## config.mk

```make
export PLATFORM = sky130hd
export DESIGN_NAME = div8x4_seq_flat
export DESIGN_NICKNAME = d
export VERILOG_FILES = /design/src/rtl/div8x4_seq_if.sv /design/src/rtl/div8x4_seq.sv /design/src/flat_wrapper.sv
export SDC_FILE = /design/constraint.sdc
export NUM_CORES = 1
export LEC_CHECK = 0
export ABC_AREA = 1
export CAP_MARGIN = 5
export CORE_ASPECT_RATIO = 0.5
export CORE_MARGIN = 1
export CORE_UTILIZATION = 40
export CTS_CLUSTER_DIAMETER = 50
export CTS_CLUSTER_SIZE = 30
export DETAILED_ROUTE_END_ITERATION = 12
export GPL_TIMING_DRIVEN = 0
export PLACE_DENSITY_LB_ADDON = 0.2
export SYNTH_ARGS = -nofsm -noshare
export SYNTH_HDL_FRONTEND = slang
export SYNTH_SLANG_ARGS = --single-unit
export TNS_END_PERCENT = 1
```

## constraint.sdc

```tcl
create_clock -name clk -period 3.2 [get_ports clk]
set_input_delay 0.48 -clock clk [delete_from_list [all_inputs] [get_ports clk]]
set_output_delay 0.48 -clock clk [all_outputs]
set_load 0.02 [all_outputs]
```

## src/rtl/div8x4_seq_if.sv

```systemverilog
// Start/busy/done handshake and operand/result bus for the iterative divider.
// The master issues requests; the slave is the divider itself.
interface div8x4_seq_if #(
    parameter int N = 8,
    parameter int D = 4
);
    logic         start;
    logic [N-1:0] dividend;
    logic [D-1:0] divisor;
    logic         busy;
    logic         done;
    logic [N-1:0] quotient;
    logic [D-1:0] remainder;
    logic         div_zero;

    modport master (
        output start, dividend, divisor,
        input  busy, done, quotient, remainder, div_zero
    );

    modport slave (
        input  start, dividend, divisor,
        output busy, done, quotient, remainder, div_zero
    );
endinterface

```

## src/rtl/div8x4_seq.sv

```systemverilog
// Iterative restoring unsigned divider, one quotient bit per clock.
// Fixed latency of N RUN cycles regardless of operands, including divide-by-zero.
module div8x4_seq #(
    parameter int N = 8,
    parameter int D = 4
) (
    input  logic        clk,
    input  logic        rst_n,
    div8x4_seq_if.slave bus
);
    localparam int            CW   = $clog2(N);
    localparam logic [CW-1:0] LAST = CW'(N - 1);

    typedef enum logic [1:0] {IDLE, RUN, DONE} state_t;

    state_t        state_q, state_d;
    // Dividend bits leave at the top while quotient bits enter at the bottom.
    logic [N-1:0]  dvd_q, dvd_d;
    logic [D-1:0]  dsr_q, dsr_d;
    logic [D-1:0]  pr_q, pr_d;
    logic [CW-1:0] cnt_q, cnt_d;
    logic [N-1:0]  quotient_q, quotient_d;
    logic [D-1:0]  remainder_q, remainder_d;
    logic          div_zero_q, div_zero_d;

    logic [D:0]    trial;
    logic [D-1:0]  sub_lo;
    logic          borrow;
    logic [D-1:0]  pr_next;
    logic [N-1:0]  dvd_next;

    // Trial value is D+1 bits; when it is >= divisor the difference is < divisor,
    // so the low D bits of the subtraction are the exact new partial remainder.
    always_comb begin
        trial    = {pr_q, dvd_q[N-1]};
        borrow   = (trial < {1'b0, dsr_q});
        sub_lo   = trial[D-1:0] - dsr_q;
        pr_next  = borrow ? trial[D-1:0] : sub_lo;
        dvd_next = {dvd_q[N-2:0], ~borrow};
    end

    always_comb begin
        state_d     = state_q;
        dvd_d       = dvd_q;
        dsr_d       = dsr_q;
        pr_d        = pr_q;
        cnt_d       = cnt_q;
        quotient_d  = quotient_q;
        remainder_d = remainder_q;
        div_zero_d  = div_zero_q;

        case (state_q)
            IDLE, DONE: begin
                if (bus.start) begin
                    dvd_d   = bus.dividend;
                    dsr_d   = bus.divisor;
                    pr_d    = '0;
                    cnt_d   = '0;
                    state_d = RUN;
                end else begin
                    state_d = IDLE;
                end
            end
            RUN: begin
                pr_d  = pr_next;
                dvd_d = dvd_next;
                cnt_d = cnt_q + CW'(1);
                if (cnt_q == LAST) begin
                    state_d = DONE;
                    cnt_d   = '0;
                    // Divide-by-zero still runs the full schedule, then reports a saturated quotient.
                    if (dsr_q == '0) begin
                        quotient_d  = '1;
                        remainder_d = '0;
                        div_zero_d  = 1'b1;
                    end else begin
                        quotient_d  = dvd_next;
                        remainder_d = pr_next;
                        div_zero_d  = 1'b0;
                    end
                end
            end
            default: state_d = IDLE;
        endcase
    end

    always_ff @(posedge clk or negedge rst_n) begin
        if (!rst_n) begin
            state_q     <= IDLE;
            dvd_q       <= '0;
            dsr_q       <= '0;
            pr_q        <= '0;
            cnt_q       <= '0;
            quotient_q  <= '0;
            remainder_q <= '0;
            div_zero_q  <= 1'b0;
        end else begin
            state_q     <= state_d;
            dvd_q       <= dvd_d;
            dsr_q       <= dsr_d;
            pr_q        <= pr_d;
            cnt_q       <= cnt_d;
            quotient_q  <= quotient_d;
            remainder_q <= remainder_d;
            div_zero_q  <= div_zero_d;
        end
    end

    always_comb begin
        bus.busy      = (state_q == RUN);
        bus.done      = (state_q == DONE);
        bus.quotient  = quotient_q;
        bus.remainder = remainder_q;
        bus.div_zero  = div_zero_q;
    end
endmodule

```

## src/flat_wrapper.sv

```systemverilog
// flat-port wrapper written by rule: the top's interface ports become plain ports
module div8x4_seq_flat 
#(
    parameter int N = 8,
    parameter int D = 4
)
  (clk, rst_n, bus_start, bus_dividend, bus_divisor, bus_busy, bus_done, bus_quotient, bus_remainder, bus_div_zero);
  div8x4_seq_if #(.N(N), .D(D)) bus_i ();
  input  logic clk;
  input  logic rst_n;
  input wire logic [$bits(bus_i.start)-1:0] bus_start;
  input wire logic [$bits(bus_i.dividend)-1:0] bus_dividend;
  input wire logic [$bits(bus_i.divisor)-1:0] bus_divisor;
  output wire logic [$bits(bus_i.busy)-1:0] bus_busy;
  output wire logic [$bits(bus_i.done)-1:0] bus_done;
  output wire logic [$bits(bus_i.quotient)-1:0] bus_quotient;
  output wire logic [$bits(bus_i.remainder)-1:0] bus_remainder;
  output wire logic [$bits(bus_i.div_zero)-1:0] bus_div_zero;
  assign bus_i.start = bus_start;
  assign bus_i.dividend = bus_dividend;
  assign bus_i.divisor = bus_divisor;
  assign bus_busy = bus_i.busy;
  assign bus_done = bus_i.done;
  assign bus_quotient = bus_i.quotient;
  assign bus_remainder = bus_i.remainder;
  assign bus_div_zero = bus_i.div_zero;
  div8x4_seq #(.N(N), .D(D)) u_core (.clk(clk), .rst_n(rst_n), .bus(bus_i));
endmodule
```

==> results_dict.tcl <==
set metrics [dict create \
    initial_core_util_pct 42.6 \
    portBuffers 29 \
    synth_top_family_by_area "simple AND/OR/NAND/NOR gates" \
    fp.dieW_um 93.8 \
    fmax_ghz 0.454 \
    grt_max_degree 35 \
    clock_sinks 34 \
    synth-simple-area-share_pct 17.7 \
    synth_top_area_share_pct 50.4 \
    synth-xor-area-share_pct 0.519 \
    syn_nets 193 \
    worst_pin_slew_ps 759 \
    clock_path_buffers 2 \
    async_flop_share_pct 100 \
    path_max_fanout 10 \
    die_area_um2 4500 \
    p_leak_nw 1.02 \
    synth.most_common_cell "nand2_1" \
    drt_iter0_drc 54 \
    post-route-period-util_pct 68.8 \
    status "complete, no violations" \
    postRouteAntennaNets 0 \
    ctsResizeCount 0 \
    synth_seq_cells 34 \
    via_per_inst 4.83 \
    wire_per_inst_um 13.1 \
    postCtsSetupRepairBufs 0 \
    cp_cell_sequence "nor2_4 > buf_4 > clkdlybuf4s50_1" \
    syn_area_um2 1690 \
    synth_top_cells_by_count "nand2_1, dfrtp_1, inv_1" \
    cts-root-buf "clkbuf_8" \
    critPathArrivalTime_ps 1720 \
    cts_hold_buf 0 \
    dp_hpwl_um 2480 \
    grt_pass1_vias 1111 \
    fin_skew_ps 5.68 \
    maxCapViolations 0 \
    yosys-top-cells-area "dfrtp_1, nand2_1, a2bb2oi_2" \
    gp_congestion 0.785 \
    cp_slowest_cell "clkdlybuf4s50_1" \
    maxSlewViolCount 0 \
    hold_violations 0 \
    drt-pass1-iter-count 4 \
    diodes 0 \
    drt_wl_total_um 3410 \
    synthAdderAreaFrac_pct 5.64 \
    drcViolationCount 0 \
    min_period_ps 2200 \
    tritoncts "done" \
    synth.avg_cell_area_um2 9.86 \
    synth_enable_flop_cells 0 \
    synthCells 171 \
    rsz0062_at_grt "no" \
    grt_antenna_before_repair 0 \
    grt_first_pass_wirelength_um 5290 \
    pin_count 30 \
    path_class "flip-flop to primary output" \
    synthFlopType "dfrtp_1" \
    ir_worst_vdd_mv 0.419 \
    endpoint_kind "primary output" \
    drive_gt1_share_pct 16.5 \
    area_growth_pct 25.8 \
    r2r_cells 9 \
    clock_latency_ps 280 \
    die_h_um 47.9 \
    hp-class "primary input to asynchronous set/reset pin" \
    h-tree-depth 2 \
    power_density_nw_per_um2 1130 \
    finalSetupTns_ps 0 \
    cp_num_cells 3 \
    placementRows 16 \
    crit_required_ps 2720 \
    final_net_count 229 \
    ys_types 30 \
    synth_compound_area_share_pct 16.6 \
    design_power_total_mw 2.40 \
    critPathBufInv 2 \
    yosysWarnings 0 \
    grt_overflow 0 \
    synth_mux_area_share_pct 0.668 \
    vias 1257 \
    core_um2 3960 \
    relSlewSlack_pct 49.4 \
    clk_pin_slew_ps 70 \
    grt.total_usage_pct 16.2 \
    max_stage_delay_ps 620 \
    yosysTopAreaCell "dfrtp_1" \
    start_kind "flip-flop" \
    finalSetupViolCount 0 \
    critPathTopFamily "buffers and inverters" \
    yosysSeqAreaShare_pct 50.4 \
    numCtsBuffers 5 \
]
layout by cell type, fill, tap and decap left out, types with 6 or more instances in the layout:
cell type        netlist  layout
clkbuf_8               0       6
dfrtp_1               34      34
a2bb2oi_2              7       7
ha_1                   6       6
nor2_1                 9       9
clkdlybuf4s50_1        0      28
inv_1                 21      21
nand3_1               11      11
nand2_1               39      39
worst paths after layout:
kind                                           endpoint  slack (ps)                    start
worst max-delay path                           bus_busy        1000        u_core.state_q[1]
min in group clk                u_core.bus.remainder[0]         480  u_core.bus.remainder[0]
max in group asynchronous        u_core.bus.quotient[1]        2450                    rst_n
worst max register to register           u_core.pr_q[2]        1550          u_core.dvd_q[7]
worst min-delay path            u_core.bus.remainder[1]         270                    rst_n
worst min register to register  u_core.bus.remainder[0]         480  u_core.bus.remainder[0]
worst register-to-register path, stage by stage, from the launching register on:
cell     delay, ps
dfrtp_1        360
inv_1          110
ha_1           150
inv_1           70
fa_1           430
xor2_1         160
nand2_1         60
nand2_1         90
nand2_1         70
nand2_1         40
where the power goes:
group	internal (mW)	switching [mW]	leakage (nW)	total [mW]
sequential	0.647	0.126	0.401	0.773
clock	0.166	0.141	0.0431	0.307
combinational	0.574	0.743	0.577	1.32
total	1.39	1.01	1.02	2.40
routing by layer:
metal / global-route usage (%) / share of wire (%) / vias up
met5: 0 / 0 / -
li1: - / - / 632
met2: 25.4 / 44 / 27
met3: 4.76 / 4.3 / 3
met1: 22.7 / 51 / 595
met4: 3.69 / 0.44 / 0
registers in the layout, indices dropped and copies added (netlist names):
signal and cells:
u_core.bus.div_zero 1, u_core.bus.quotient 8, u_core.bus.remainder 4, u_core.cnt_q 3, u_core.dsr_q 4, u_core.dvd_q 8
u_core.pr_q 4, u_core.state_q 2
logic make-up after synthesis:
family          after synthesis
simple gates                 66
xor+xnor                      1
flops                        34
fa+ha+maj                     7
buf+inv                      30
compound gates               32
mux                           1
layout make-up:
class                      count  area, um^2
sequential                    34         851
timing repair buffer          29         285
inverter                      26         104
tap                           54        67.6
buffer                         4        37.5
clock buffer                   6        82.6
fill                         373        1840
multi-input combinational    107         694
through the flow:
step / cells / instance area [um^2] / util (%) / setup WS (ps) / hold WS (ps)
after floorplan: 171 / 1690 / - / 1710 / 184
after global placement: 254 / 2040 / 51.6 / 906 / 466
after detailed placement: 254 / 2040 / 51.5 / 1290 / 471
after CTS: 260 / 2120 / 53.5 / 982 / 299
after global routing: 260 / 2120 / 53.5 / 931 / 324
final: 260 / 2120 / 53.5 / 998 / 269
No activity file was read; power rests on OpenSTA's default activity.
